`src/rtl/traffic_phase_timer.sv`:
```
// Phase timer for the traffic-light controller: counts ticks up to a programmable compare slot.
// Optional macro TPT_REMAIN_EN adds the 'remain' output (ticks left in the current phase).
module traffic_phase_timer #(
  parameter int CNT_W     = 6,
  parameter int N_SEL     = 4,
  parameter int SEL_W     = 2,
  parameter int DEF_LIMIT = 29
) (
  input  logic             clk,
  input  logic             reset,
  input  logic             start,
  input  logic             en,
  input  logic             stop,
  input  logic [SEL_W-1:0] sel_compare,
  input  logic             cfg_we,
  input  logic [SEL_W-1:0] cfg_addr,
  input  logic [CNT_W-1:0] cfg_data,
  output logic [CNT_W-1:0] cnt,
  output logic             over_flag,
  output logic             busy
`ifdef TPT_REMAIN_EN
  ,
  output logic [CNT_W-1:0] remain
`endif
);

  typedef enum logic [1:0] {
    ST_IDLE,
    ST_RUN,
    ST_HOLD
  } state_t;

  state_t           r_state;
  state_t           w_nextState;
  logic [CNT_W-1:0] r_cnt;
  logic [CNT_W-1:0] w_nextCnt;
  logic [CNT_W-1:0] r_limit;
  logic [CNT_W-1:0] r_slot [N_SEL];
  logic [CNT_W-1:0] w_selLimit;
  logic             r_over;
  logic             w_nextOver;
  logic             w_relatch;
  logic             r_busy;
  logic             w_selOk;
  logic             w_addrOk;

  assign w_selOk    = ({1'b0, sel_compare} < (SEL_W+1)'(N_SEL));
  assign w_addrOk   = ({1'b0, cfg_addr} < (SEL_W+1)'(N_SEL));
  assign w_selLimit = w_selOk ? r_slot[sel_compare] : CNT_W'(DEF_LIMIT);

  // Slot writes land at the edge, so a limit latched on the same edge sees the old value.
  always_ff @(posedge clk) begin
    if (reset) begin
      for (int i = 0; i < N_SEL; i++) begin
        r_slot[i] <= CNT_W'(DEF_LIMIT);
      end
    end else if (cfg_we && w_addrOk) begin
      r_slot[cfg_addr] <= cfg_data;
    end
  end

  // HOLD with en=1 behaves like an enabled RUN tick, so a pause costs exactly its length.
  always_comb begin
    w_nextState = r_state;
    w_nextCnt   = r_cnt;
    w_nextOver  = 1'b0;
    w_relatch   = 1'b0;
    unique case (r_state)
      ST_IDLE: begin
        w_nextCnt = '0;
        if (start) begin
          w_nextState = ST_RUN;
          w_relatch   = 1'b1;
        end
      end
      ST_RUN, ST_HOLD: begin
        if (stop) begin
          w_nextState = ST_IDLE;
          w_nextCnt   = '0;
        end else if (!en) begin
          w_nextState = ST_HOLD;
        end else begin
          w_nextState = ST_RUN;
          if (r_cnt == r_limit) begin
            w_nextCnt  = '0;
            w_nextOver = 1'b1;
            w_relatch  = 1'b1;
          end else begin
            w_nextCnt = r_cnt + CNT_W'(1);
          end
        end
      end
      default: begin
        w_nextState = ST_IDLE;
        w_nextCnt   = '0;
      end
    endcase
  end

  always_ff @(posedge clk) begin
    if (reset) begin
      r_state <= ST_IDLE;
      r_cnt   <= '0;
      r_over  <= 1'b0;
      r_busy  <= 1'b0;
      r_limit <= CNT_W'(DEF_LIMIT);
    end else begin
      r_state <= w_nextState;
      r_cnt   <= w_nextCnt;
      r_over  <= w_nextOver;
      r_busy  <= (w_nextState != ST_IDLE);
      if (w_relatch) begin
        r_limit <= w_selLimit;
      end
    end
  end

  assign cnt       = r_cnt;
  assign over_flag = r_over;
  assign busy      = r_busy;

`ifdef TPT_REMAIN_EN
  assign remain = r_limit - r_cnt;
`endif

endmodule
```
`config.mk`:
```
export PLATFORM = sky130hd
export DESIGN_NAME = traffic_phase_timer
export DESIGN_NICKNAME = d
export VERILOG_FILES = /design/src/rtl/traffic_phase_timer.sv
export SDC_FILE = /design/constraint.sdc
export NUM_CORES = 1
export LEC_CHECK = 0
export CORE_MARGIN = 2
export CORE_UTILIZATION = 51
export DETAILED_ROUTE_END_ITERATION = 10
export MAX_ROUTING_LAYER = met4
export PLACE_DENSITY = 0.75
export SLEW_MARGIN = 30
export SYNTH_ARGS = -nofsm -noshare
export SYNTH_HDL_FRONTEND = slang
export SYNTH_SLANG_ARGS = --single-unit
```
`constraint.sdc`:
```
create_clock -name clk -period 2.28 [get_ports clk]
set_input_delay 0.456 -clock clk [delete_from_list [all_inputs] [get_ports clk]]
set_output_delay 0.456 -clock clk [all_outputs]
set_load 0.02 [all_outputs]
```
After elaboration in Yosys (flattened, before gate mapping). Memories as Yosys holds them, arrays and structs flattened. A register that Yosys moved wholly into a read port is not among the register bits. Index checks and enable logic that the tools add are counted.

Shift operators: 0. Reductions and logical operators: 6. Bitwise logic cells: 1. Eq/ne operators: 3. Divide/modulo/power cells: 0. Multiply operators: 0. $lt $le $gt $ge: 0. Add/subtract/negate cells: 1. Multiplexer cells: 18.

Operators by type and width (count): two-way mux 6 bit (2); two-way mux 1 bit (10); two-way mux 2 bit (4); adder 6 x 1 -> 6 bit (second input constant) (1); == test 6 bit (1); OR reduction 6 bit (1); one-hot mux 2 bit (2 select lines) (1); OR reduction 2 bit (2); OR reduction 3 bit (1); == test 2 x 1 -> 1 bit (second input constant) (1); == test 2 bit (second input constant) (1); zero test 2 bit (1); one-hot mux 1 bit (2 select lines) (1); nonzero test 2 bit (1); inverter 1 bit (1).

Memories: 1. ROM bits: 0. Bits in writable memories: 24. Bits in registers: 10. Output and inout bits: 8. Bits in latches: 0.

Memories: r_slot (words 4, width 6, rd ports 1, clocked after Yosys merged registers in 1, write ports 4, RTL line 38) `logic [CNT_W-1:0] r_slot [N_SEL];`.

Depth between registers and ports, before layout.
Depth after elaboration: 5. Depth in mapped cells: 7. Mapped depth without buffers: 6.

Worst setup path before layout. Ideal clock, no wire load.

Kind: input port to flip-flop. From: input port reset. To: memory r_slot[2][0], enable pin. Data arrival time: 1.306 ns. Stages: 3. Data required time: 1.976 ns. Path slack: 0.670 ns. Path buffers: 0. Cell sequence: nand2b_1 nor3b_1 or2_2.

RTL lines: start: declaration (RTL line 10) `input logic reset,`; end: declaration (RTL line 38).

Final worst setup path.
From: register r_cnt[1], in the netlist cnt[1]. To: output port cnt[1].

RTL lines: start: declaration (RTL line 35) `logic [CNT_W-1:0] r_cnt;`; start signal: assignment (RTL line 109) `r_cnt <= w_nextCnt;`; end: declaration (RTL line 18) `output logic [CNT_W-1:0] cnt,`.

No word-level cell between the ends.

==> results_dict.tcl <==
set metrics [dict create \
    outcome "finished clean" \
    cp.buffers_inverters 1 \
    crit_required_ps 1820 \
    fp-row-count 21 \
    cts_hold_buf 0 \
    startpoint_type "flip-flop" \
    worstSetupEndpointType "output pin" \
    cts_setup_buffers 0 \
    core_um2 3390 \
    hpwl_um 2380 \
    cts_sinks 40 \
    avgSynthCellArea_um2 12.6 \
    grt_max_degree 22 \
    skew_ps 9.48 \
    die_y_um 64.0 \
    total_power_mw 1.48 \
    synth-simple-area-share 0.196 \
    cts_tree "built" \
    crit_slowest_cell "clkdlybuf4s50_1" \
    synthesis.area_um2 1840 \
    antenna_found_initial 0 \
    root_buffer "clkbuf_4" \
    start_util 0.542 \
    syn2layout_area_growth_pct 20.9 \
    hp-class "reg -> reg" \
    synth_fa_ha_area_frac 0.0204 \
    ios 24 \
    synth-compound-area-share 0.0266 \
    die_area_um2 4090 \
    dpl_cell_area_um2 2130 \
    critical_path_arrival_ps 1450 \
    die_x_um 64.0 \
    stdcell_count 224 \
    via_per_inst 5.07 \
    design_area_um2 2220 \
    grt_pass1_wl_um 5170 \
    cp_slowest_stage_delay_ps 640 \
    final_common_cell "edfxtp_1" \
    cts_resized 0 \
    worstSkewPairLatency_ps 350 \
    route.antenna.remaining_nets 0 \
    synth-seq-cells 40 \
    synth_flop_cell "edfxtp_1" \
    cp.depth 1 \
    crit_chain "clkdlybuf4s50_1" \
    p_leak_nw 0.781 \
    yosysUniqueCellTypes 30 \
    synthXorXnorAreaFrac 0.0525 \
    first_pass_iters 5 \
    drive_above_1_share 0.152 \
    power.density_nw_per_um2 666 \
    final_cell_mix "edfxtp_1, clkdlybuf4s50_1, nand2b_1, nor2_1, dfxtp_1" \
    fillers 256 \
    routed_wl_um 3090 \
    period_minus_slack_ps 1910 \
    rsz0062_at_grt "no" \
    maxCapViolCount 0 \
    syn_inst 146 \
    finalHoldViolCount 0 \
    worstMarginPinSlew_ps 745 \
    grt_pass1_vias 1161 \
    crit_fanout 5 \
    async_flop_share 0 \
    clk_pin_slew_ps 120 \
    numCtsBuffers 5 \
    ir_worst_vdd_v 0.000405 \
    post-route-period-util 0.836 \
    grt_use_total 0.174 \
    synth_edf_count 24 \
    crit_type "reg -> out" \
    drv_slew 0 \
    overflow 0 \
    synth_nets 165 \
    max_slew_margin 0.499 \
    critPathTopFamily "buffers and inverters" \
    synthMuxAreaShare 0.112 \
    wl_per_cell_um 13.8 \
    setup_tns_ps 0 \
    cts_max_level 2 \
    final_nets 196 \
    hold_depth 2 \
    vias 1136 \
    drt-initial-drc-count 76 \
    ys_warn_count 0 \
    setup_viol 0 \
    gp_congestion 0.789 \
    cts_buffer_depth 2 \
    dpl.cell_count 216 \
    synth_top_family_by_area "simple AND/OR/NAND/NOR gates" \
    max_freq_ghz 0.524 \
    reg2regPathDepth 6 \
    remaining_drc_errors 0 \
    ys_seq_area_frac 0.567 \
    antenna_cells 0 \
    io_buffers 23 \
]
## cell usage after synthesis (2+ instances only)
master	n	area (µm²)
nand2b_1	22	138
mux4_2	6	135
mux2i_1	7	70.1
ha_1	3	37.5
clkbuf_1	2	7.51
inv_1	2	7.51
nand4_1	3	18.8
dfxtp_1	16	320
xnor2_1	8	70.1
nor3b_1	2	15.0
xor2_1	3	26.3
or2_2	4	25.0
nor2_1	16	60.1
nand2_1	4	15.0
nor3_1	2	10.0
edfxtp_1	24	721
and2_1	8	50.1
buf_6	2	22.5
## report_power, final
part / leakage [nW] / switching (mW) / internal (mW)
clock: 0.0454 / 0.240 / 0.234
combinational: 0.368 / 0.0737 / 0.0959
sequential: 0.367 / 0.0194 / 0.814
total: 0.781 / 0.334 / 1.14
## metal layers
layer | global-route usage | part of all wire | wire length, µm
met2 | 0.307 | 0.53 | 1640
met3 | 0.0599 | 0.043 | 134
met4 | 0.0652 | 0.016 | 50
met1 | 0.177 | 0.41 | 1270
met5 | - | 0 | 0
## registers in the layout, indices dropped and copies added (netlist names)
name / count
cnt: 6
r_limit: 6
over_flag: 1
r_slot: 24
busy: 1
r_state: 2
## final timing paths
kind | start | end | slack, ps
worst max register to register | r_state[0] | r_limit[5] | 480
worst max-delay path | cnt[1] | cnt[1] | 370
worst min register to register | r_limit[5] | r_limit[5] | 530
worst min-delay path | r_limit[5] | r_limit[5] | 530
## stage by stage
stage          setup slack [ps]  utilization  hold WS (ps)
6_report                    373        0.654           525
2_1_floorplan               670            -           465
3_3_place_gp                284        0.629           480
3_5_place_dp                240        0.629           493
4_1_cts                     351        0.654           536
5_1_grt                     287        0.654           539
## layout make-up
cell class	count	area (µm²)	area share
clock buffer	5	37.5	0.0169
clock inverter	3	47.5	0.0214
inverter	3	11.3	0.00508
multi-input combinational	98	748	0.337
sequential	40	1040	0.469
tap	46	57.6	0.0259
timing repair buffer	29	275	0.124
## logic make-up after synthesis
logic type | Yosys count
buffers and inverters | 8
multiplexers | 13
AO/OA/AOI/OAI | 6
AND/OR/NAND/NOR | 65
flip-flops | 40
adder cells (fa/ha/maj) | 3
XOR/XNOR | 11
Note: power is estimated with default switching activity, not from simulation.
